==> src/rtl/pixel_binner.sv <==
// -----------------------------------------------------------------------------
// pixel_binner
//
// Bins an IN_ROWS x IN_COLS raster frame, arriving one pixel per handshake with
// its row/column coordinates, down to OUT_ROWS x OUT_COLS. Each output pixel is
// the average of one BIN_Y x BIN_X input block. Horizontal partial sums are
// built in a single accumulator and vertical partial sums are parked in a line
// buffer of OUT_COLS entries until the last row of the bin arrives.
//
// Optional feature (macro PIXEL_BINNER_ROUND_EN):
//   defined   : output = sat((sum + 2^(k-1)) >> k), k = log2(BIN_X*BIN_Y)
//   undefined : output = sum >> k (floor)
//
// Ports:
//   clk             sole clock
//   s_axis_resetn   asynchronous active-low reset
//   s_axis_tvalid   input pixel valid
//   s_axis_tready   input pixel accepted (combinational on m_axis_tready)
//   s_axis_tdata    input pixel
//   s_axis_tuser    input sideband
//   s_cnt_col       column of the current input pixel
//   s_cnt_row       row of the current input pixel
//   m_axis_tvalid   binned pixel valid
//   m_axis_tready   downstream ready
//   m_axis_tdata    binned pixel
//   m_axis_tuser    tuser of the input pixel that completed the bin
//   m_axis_tlast    high on the last binned pixel of the frame
//   frame_done      one-cycle pulse after the last binned pixel handshakes
// -----------------------------------------------------------------------------
module pixel_binner #(
  parameter int PIXEL_BIT_WIDTH = 10,
  parameter int USER_WIDTH      = 2,
  parameter int IN_ROWS         = 20,
  parameter int IN_COLS         = 20,
  parameter int OUT_ROWS        = 10,
  parameter int OUT_COLS        = 10
) (
  input  logic                         clk,
  input  logic                         s_axis_resetn,
  input  logic                         s_axis_tvalid,
  output logic                         s_axis_tready,
  input  logic [PIXEL_BIT_WIDTH-1:0]   s_axis_tdata,
  input  logic [USER_WIDTH-1:0]        s_axis_tuser,
  input  logic [$clog2(IN_COLS)-1:0]   s_cnt_col,
  input  logic [$clog2(IN_ROWS)-1:0]   s_cnt_row,
  output logic                         m_axis_tvalid,
  input  logic                         m_axis_tready,
  output logic [PIXEL_BIT_WIDTH-1:0]   m_axis_tdata,
  output logic [USER_WIDTH-1:0]        m_axis_tuser,
  output logic                         m_axis_tlast,
  output logic                         frame_done
);

  localparam int BIN_Y  = IN_ROWS / OUT_ROWS;
  localparam int BIN_X  = IN_COLS / OUT_COLS;
  localparam int K      = $clog2(BIN_X * BIN_Y);
  localparam int ACC_W  = PIXEL_BIT_WIDTH + K;
  localparam int COL_W  = $clog2(IN_COLS);
  localparam int ROW_W  = $clog2(IN_ROWS);
  localparam int LOG_BX = $clog2(BIN_X);
  localparam int OX_W   = (OUT_COLS > 1) ? $clog2(OUT_COLS) : 1;

  typedef enum logic [1:0] {
    ST_SYNC,   // waiting for (0,0), everything else is dropped
    ST_RUN,    // binning the frame
    ST_DRAIN,  // last pixel taken, waiting for the final output to leave
    ST_DONE    // frame_done pulse
  } state_e;

  state_e                       state_q, state_d;
  logic [ACC_W-1:0]             h_acc_q, h_acc_d;
  logic                         m_valid_q, m_valid_d;
  logic [PIXEL_BIT_WIDTH-1:0]   m_data_q, m_data_d;
  logic [USER_WIDTH-1:0]        m_user_q, m_user_d;
  logic                         m_last_q, m_last_d;
  logic [ACC_W-1:0]             line_buf_q [OUT_COLS];

  // Coordinates inside the bin (sx, sy) and the output column (ox).
  logic [COL_W-1:0]             sx;
  logic [ROW_W-1:0]             sy;
  logic [OX_W-1:0]              ox;
  logic                         at_origin, at_last;
  logic                         process;   // accepted pixel that feeds the datapath
  logic                         row_end, bin_done, oh;
  logic [ACC_W-1:0]             h_acc_next, v_sum;
  logic [PIXEL_BIT_WIDTH-1:0]   bin_avg;

  // Bins are powers of two, so mod/div reduce to mask/shift.
  assign sx        = s_cnt_col & COL_W'(BIN_X - 1);
  assign sy        = s_cnt_row & ROW_W'(BIN_Y - 1);
  assign ox        = OX_W'(s_cnt_col >> LOG_BX);
  assign at_origin = (s_cnt_row == '0) && (s_cnt_col == '0);
  assign at_last   = (s_cnt_row == ROW_W'(IN_ROWS - 1)) && (s_cnt_col == COL_W'(IN_COLS - 1));
  assign oh        = m_valid_q && m_axis_tready;

  assign row_end   = (sx == COL_W'(BIN_X - 1));
  assign bin_done  = process && row_end && (sy == ROW_W'(BIN_Y - 1));

  assign h_acc_next = (sx == '0) ? ACC_W'(s_axis_tdata) : h_acc_q + ACC_W'(s_axis_tdata);
  // Row 0 of a bin starts a fresh vertical sum, so stale line-buffer data is never added.
  assign v_sum      = h_acc_next + ((sy != '0) ? line_buf_q[ox] : '0);

`ifdef PIXEL_BINNER_ROUND_EN
  localparam logic [ACC_W:0] HALF    = (ACC_W + 1)'((1 << K) >> 1);
  localparam logic [ACC_W:0] PIX_MAX = (ACC_W + 1)'((1 << PIXEL_BIT_WIDTH) - 1);
  logic [ACC_W:0] rounded, shifted;
  // One extra bit so that adding the half-LSB cannot wrap before saturation.
  assign rounded = {1'b0, v_sum} + HALF;
  assign shifted = rounded >> K;
  assign bin_avg = (shifted > PIX_MAX) ? {PIXEL_BIT_WIDTH{1'b1}}
                                       : shifted[PIXEL_BIT_WIDTH-1:0];
`else
  assign bin_avg = PIXEL_BIT_WIDTH'(v_sum >> K);
`endif

  // Frame-level control.
  // NOTE: every output of an always_comb gets a default first, so no path leaves
  // a signal unassigned and no latch is inferred.
  always_comb begin
    state_d       = state_q;
    s_axis_tready = 1'b0;
    frame_done    = 1'b0;
    process       = 1'b0;
    unique case (state_q)
      ST_SYNC: begin
        s_axis_tready = 1'b1;
        if (s_axis_tvalid && at_origin) begin
          process = 1'b1;
          state_d = ST_RUN;
        end
      end
      ST_RUN: begin
        // Accept only when the output register is free or being emptied this cycle.
        s_axis_tready = !m_valid_q || m_axis_tready;
        if (s_axis_tvalid && s_axis_tready) begin
          process = 1'b1;
          if (at_last) state_d = ST_DRAIN;
        end
      end
      ST_DRAIN: begin
        if (oh) state_d = ST_DONE;
      end
      ST_DONE: begin
        frame_done = 1'b1;
        state_d    = ST_SYNC;
      end
      default: state_d = ST_SYNC;
    endcase
  end

  // Accumulator and output register next state.
  always_comb begin
    h_acc_d   = h_acc_q;
    m_valid_d = m_valid_q;
    m_data_d  = m_data_q;
    m_user_d  = m_user_q;
    m_last_d  = m_last_q;
    if (process) h_acc_d = h_acc_next;
    if (oh) m_valid_d = 1'b0;
    // A completing pixel in the same cycle as an output handshake reloads the
    // register with no bubble.
    if (bin_done) begin
      m_valid_d = 1'b1;
      m_data_d  = bin_avg;
      m_user_d  = s_axis_tuser;
      m_last_d  = at_last;
    end
  end

  // NOTE: sequential state uses non-blocking assignments so every register
  // samples the pre-edge values, independent of statement order.
  always_ff @(posedge clk or negedge s_axis_resetn) begin
    if (!s_axis_resetn) begin
      state_q   <= ST_SYNC;
      h_acc_q   <= '0;
      m_valid_q <= 1'b0;
      m_data_q  <= '0;
      m_user_q  <= '0;
      m_last_q  <= 1'b0;
    end else begin
      state_q   <= state_d;
      h_acc_q   <= h_acc_d;
      m_valid_q <= m_valid_d;
      m_data_q  <= m_data_d;
      m_user_q  <= m_user_d;
      m_last_q  <= m_last_d;
    end
  end

  // NOTE: the line buffer is deliberately not reset: each entry is written at
  // sy==0 before it is ever read, and leaving it reset-free lets it map to RAM.
  always_ff @(posedge clk) begin
    if (process && row_end && (sy != ROW_W'(BIN_Y - 1))) begin
      line_buf_q[ox] <= v_sum;
    end
  end

  assign m_axis_tvalid = m_valid_q;
  assign m_axis_tdata  = m_data_q;
  assign m_axis_tuser  = m_user_q;
  assign m_axis_tlast  = m_last_q;

endmodule

==> config.mk <==
export PLATFORM = sky130hd
export DESIGN_NAME = pixel_binner
export DESIGN_NICKNAME = d
export VERILOG_FILES = /design/src/rtl/pixel_binner.sv
export SDC_FILE = /design/constraint.sdc
export NUM_CORES = 1
export LEC_CHECK = 0
export ABC_CLOCK_PERIOD_IN_PS = 4010
export BUFFER_PORTS_ARGS = -buffer_cell sky130_fd_sc_hd__buf_2
export CORE_MARGIN = 5
export CORE_UTILIZATION = 40
export DETAILED_ROUTE_END_ITERATION = 12
export PLACE_DENSITY = 0.53
export SLEW_MARGIN = 30
export SYNTH_ARGS = -nofsm -noshare
export SYNTH_HDL_FRONTEND = slang
export SYNTH_SLANG_ARGS = --single-unit
==> constraint.sdc <==
create_clock -name clk -period 4.01 [get_ports clk]
set_input_delay 0 -clock clk [delete_from_list [all_inputs] [get_ports clk]]
set_output_delay 0 -clock clk [all_outputs]
set_load 0.02 [all_outputs]
==> results.sh <==
export IMPL_outcome="completed"
export IMPL_worst_hold_slack_ns=0.0226
export IMPL_synth_cells=498
export IMPL_hold_path_class="in -> reg"
export IMPL_nFillCells=1517
export IMPL_drtIter0Drc=397
export IMPL_whs_path_depth=3
export IMPL_clkTransAtPathRegs_ns=0.06
export IMPL_crit_buf_inv=1
export IMPL_async_flop_share_pct=18.9
export IMPL_hold_path_endpoint="h_acc_q[9]"
export IMPL_portBuffers=41
export IMPL_synth_area_per_cell_sq_um=14.3
export IMPL_die_area_sq_um=20500
export IMPL_grt_ovfl_total=0
export IMPL_seq_area_sq_um=4300
export IMPL_ant_nets=0
export IMPL_r2r_start="h_acc_q[0]"
export IMPL_worstPathArrival_ns=3.89
export IMPL_synth_top_area_cell="edfxtp_1"
export IMPL_slew_viol_final=0
export IMPL_place_gp_congestion=0.753
export IMPL_r2r_cells=16
export IMPL_io_pins=42
export IMPL_crit_type="reg -> reg"
export IMPL_cts_tree="yes"
export IMPL_power_leakage_nw=3.24
export IMPL_layout_min_cycle_time_ns=3.74
export IMPL_fmax_mhz=267
export IMPL_ys_top_cells_by_count="120 x edfxtp_1, 39 x nand2_1, 28 x dfrtp_1"
export IMPL_area_delta_synth_final_pct=20.3
export IMPL_drt_first_pass_iters=4
export IMPL_relSlewSlack_pct=48.8
export IMPL_h_tree_depth=4
export IMPL_synth_edff_count=120
export IMPL_rsz0062_at_grt="no"
export IMPL_ys_top_cells_by_area="edfxtp_1 51%, dfrtp_1 9.9%, mux4_2 7.6%"
export IMPL_required_ns=4.16
export IMPL_die_width_um=143
export IMPL_initial_core_util_pct=40.9
export IMPL_die_h_um=143
export IMPL_maxCapViolations=0
export IMPL_n_antenna_cell=0
export IMPL_drc=0
export IMPL_critical_path_slowest_cell="fa_1"
export IMPL_regToRegEndpoint="line_buf_q[9][11]"
export IMPL_path_cells="ha_1 -> fa_1 -> a21o_1 -> a21oi_2 -> o211ai_1 -> a31oi_1 -> o21ai_0 -> a21o_1 -> ha_1 -> o21ai_0 -> a21oi_1 -> nor2_1 -> a31oi_1 -> xnor2_1 -> xnor2_2 -> buf_4"
export IMPL_post_route_period_util_pct=93.3
export IMPL_yosysUniqueCellTypes=61
export IMPL_crit_fanout=10
export IMPL_grt_max_degree=29
export IMPL_max_stage_delay_ns=0.42
export IMPL_clk_path_buf_depth=2
export IMPL_vias=4413
export IMPL_synth_warnings=0
export IMPL_yosysSeqAreaShare_pct=60.6
export IMPL_skew_ns=0.0180
export IMPL_multi_input_area_sq_um=2700
export IMPL_synth_main_ff_cell="edfxtp_1"
export IMPL_synth_most_common_cell="edfxtp_1"
export IMPL_drt_total_wl_um=16600
export IMPL_critPathCaptureType="flop"
export IMPL_clk_latency_ns=0.42
export IMPL_cts_sinks=148
export IMPL_powerDensity_nw_per_um2=687
export IMPL_syn_nets=551
export IMPL_grt_pass1_wl_um=25700
export IMPL_coreArea_sq_um=17400
export IMPL_row_count=48
export IMPL_tns_ns=0
export IMPL_hold_viol_final=0
export IMPL_grt_usage_pct=17.0
export IMPL_antenna_found_initial=0
export IMPL_regToRegSetupSlack_ns=0.27
export IMPL_ir_drop_mv=0.341
export IMPL_start_kind="flop"
export IMPL_grt_pass1_vias=4406
export IMPL_wl_per_cell_um=20.3
export IMPL_dp_hpwl_um=11400
export IMPL_cts_inserted_buffers=17
export IMPL_ctsRootBufferMaster="clkbuf_16"
export IMPL_place_ws_ns=-0.176
export IMPL_fin_ws_ns=0.270
export IMPL_finalNetCount=632
export IMPL_syn_area_sq_um=7100
export IMPL_synth_seq_cells=148
export IMPL_drive_gt1_share_pct=27.4
export IMPL_path_delay_family="compound AO/OA/AOI/OAI gates"
export IMPL_drt_vias_per_instance=5.40
export IMPL_worst_slew_pin_slew_ns=0.768
export IMPL_setup_viol=0
export IMPL_crit_start="h_acc_q[0]"
export IMPL_hp_start="s_axis_tdata[9]"
export IMPL_synth_top_area_share_pct=50.7
final cells by class:
class	instances	area share [%]
clock buffers	17	4.98
clock inverters	15	2.39
inverters	16	0.703
multi-input cells	311	31.6
flip-flops and latches	148	50.4
well taps	225	3.29
repair buffers	85	6.70
flip-flops by register name (all words and copies together) (netlist names):
signal	count
line_buf_q	120
h_acc_q	12
m_axis_tdata	10
m_axis_tuser	2
state_q	2
m_axis_tlast	1
m_axis_tvalid	1
layer usage:
metal | share of wire [%] | track usage (%) | routed length (um)
met5 | 0 | 0 | 0
met4 | 1.4 | 5.25 | 230
met3 | 2.9 | 3.08 | 484
met2 | 51 | 28.8 | 8460
met1 | 45 | 22.3 | 7430
cells by family after synthesis:
logic type               after synthesis  share of synthesized area [%]
adder cells (fa/ha/maj)               27                           4.97
multiplexers                          54                           12.2
AO/OA/AOI/OAI                         94                           9.23
buffers and inverters                 39                           2.41
XOR/XNOR                              14                           1.94
AND/OR/NAND/NOR                      122                           8.68
flip-flops                           148                           60.6
cell usage in the layout (no fill, tap or decap), types with 3 or more instances in the layout:
cell / Yosys / final
edfxtp_1: 120 / 120
buf_2: 8 / 41
nand2_1: 39 / 39
buf_4: 2 / 33
dfrtp_1: 28 / 28
nor2_1: 26 / 26
a211oi_1: 26 / 26
ha_1: 25 / 25
mux4_2: 24 / 24
clkbuf_16: 0 / 17
inv_1: 16 / 16
mux2_2: 15 / 15
o21ai_0: 15 / 15
a21oi_1: 15 / 14
mux2i_1: 13 / 13
nor2b_1: 13 / 13
dlygate4sd3_1: 0 / 10
nand3_1: 8 / 8
a21o_1: 7 / 7
xnor2_1: 11 / 7
nor3_1: 8 / 7
nand2b_1: 4 / 4
a31oi_1: 4 / 4
o21a_1: 4 / 4
bufinv_16: 0 / 4
nand4_1: 3 / 3
xnor2_2: 0 / 3
inv_6: 0 / 3
clkinv_4: 0 / 3
repair_timing:
action / in CTS / in global routing
pin swaps: 0 / 3
gates cloned: 0 / 0
buffers inserted: 0 / 4
hold buffers: 10 / 0
gates resized for setup: 4 / 3
endpoints found under the setup margin: 41 / 42
endpoints found under the hold margin: 36 / 0
worst max path at each step:
| stage | to | slack [ns] | cells after the start |
|---|---|---|---|
| finish | line_buf_q[9][11] | 0.27 | 16 |
| CTS | line_buf_q[5][11] | 0.04 | 14 |
| floorplan | line_buf_q[0][11] | 0.46 | 16 |
| global route | line_buf_q[1][8] | 0.02 | 14 |
| detailed placement | line_buf_q[5][11] | -0.18 | 14 |
| global placement | line_buf_q[6][11] | -0.07 | 14 |
per-stage QoR:
stage | util [%] | cell area (sq um) | total power (W) | cells
2_1_floorplan | - | 7100 | 0.00349 | 498
3_3_place_gp | 44.6 | 7730 | 0.00402 | 771
3_5_place_dp | 44.6 | 7730 | 0.00408 | 771
4_1_cts | 48.9 | 8490 | 0.00583 | 813
5_1_grt | 49.2 | 8550 | 0.00619 | 817
6_report | 49.2 | 8550 | 0.00587 | 817
worst reg2reg max path, cell delays in order (launching register included):
cell	delay (ns)
dfrtp_1	0.38
ha_1	0.24
fa_1	0.43
a21o_1	0.19
a21oi_2	0.22
o211ai_1	0.16
a31oi_1	0.25
o21ai_0	0.14
a21o_1	0.18
ha_1	0.29
o21ai_0	0.08
a21oi_1	0.13
nor2_1	0.06
a31oi_1	0.26
xnor2_1	0.21
xnor2_2	0.10
buf_4	0.17
where the power goes:
group | switching [W] | total [W] | internal (W)
sequential | 0.0000842 | 0.00220 | 0.00212
combinational | 0.00117 | 0.00198 | 0.000810
clock | 0.000638 | 0.00169 | 0.00105
No activity file was read; power rests on OpenSTA's default activity.
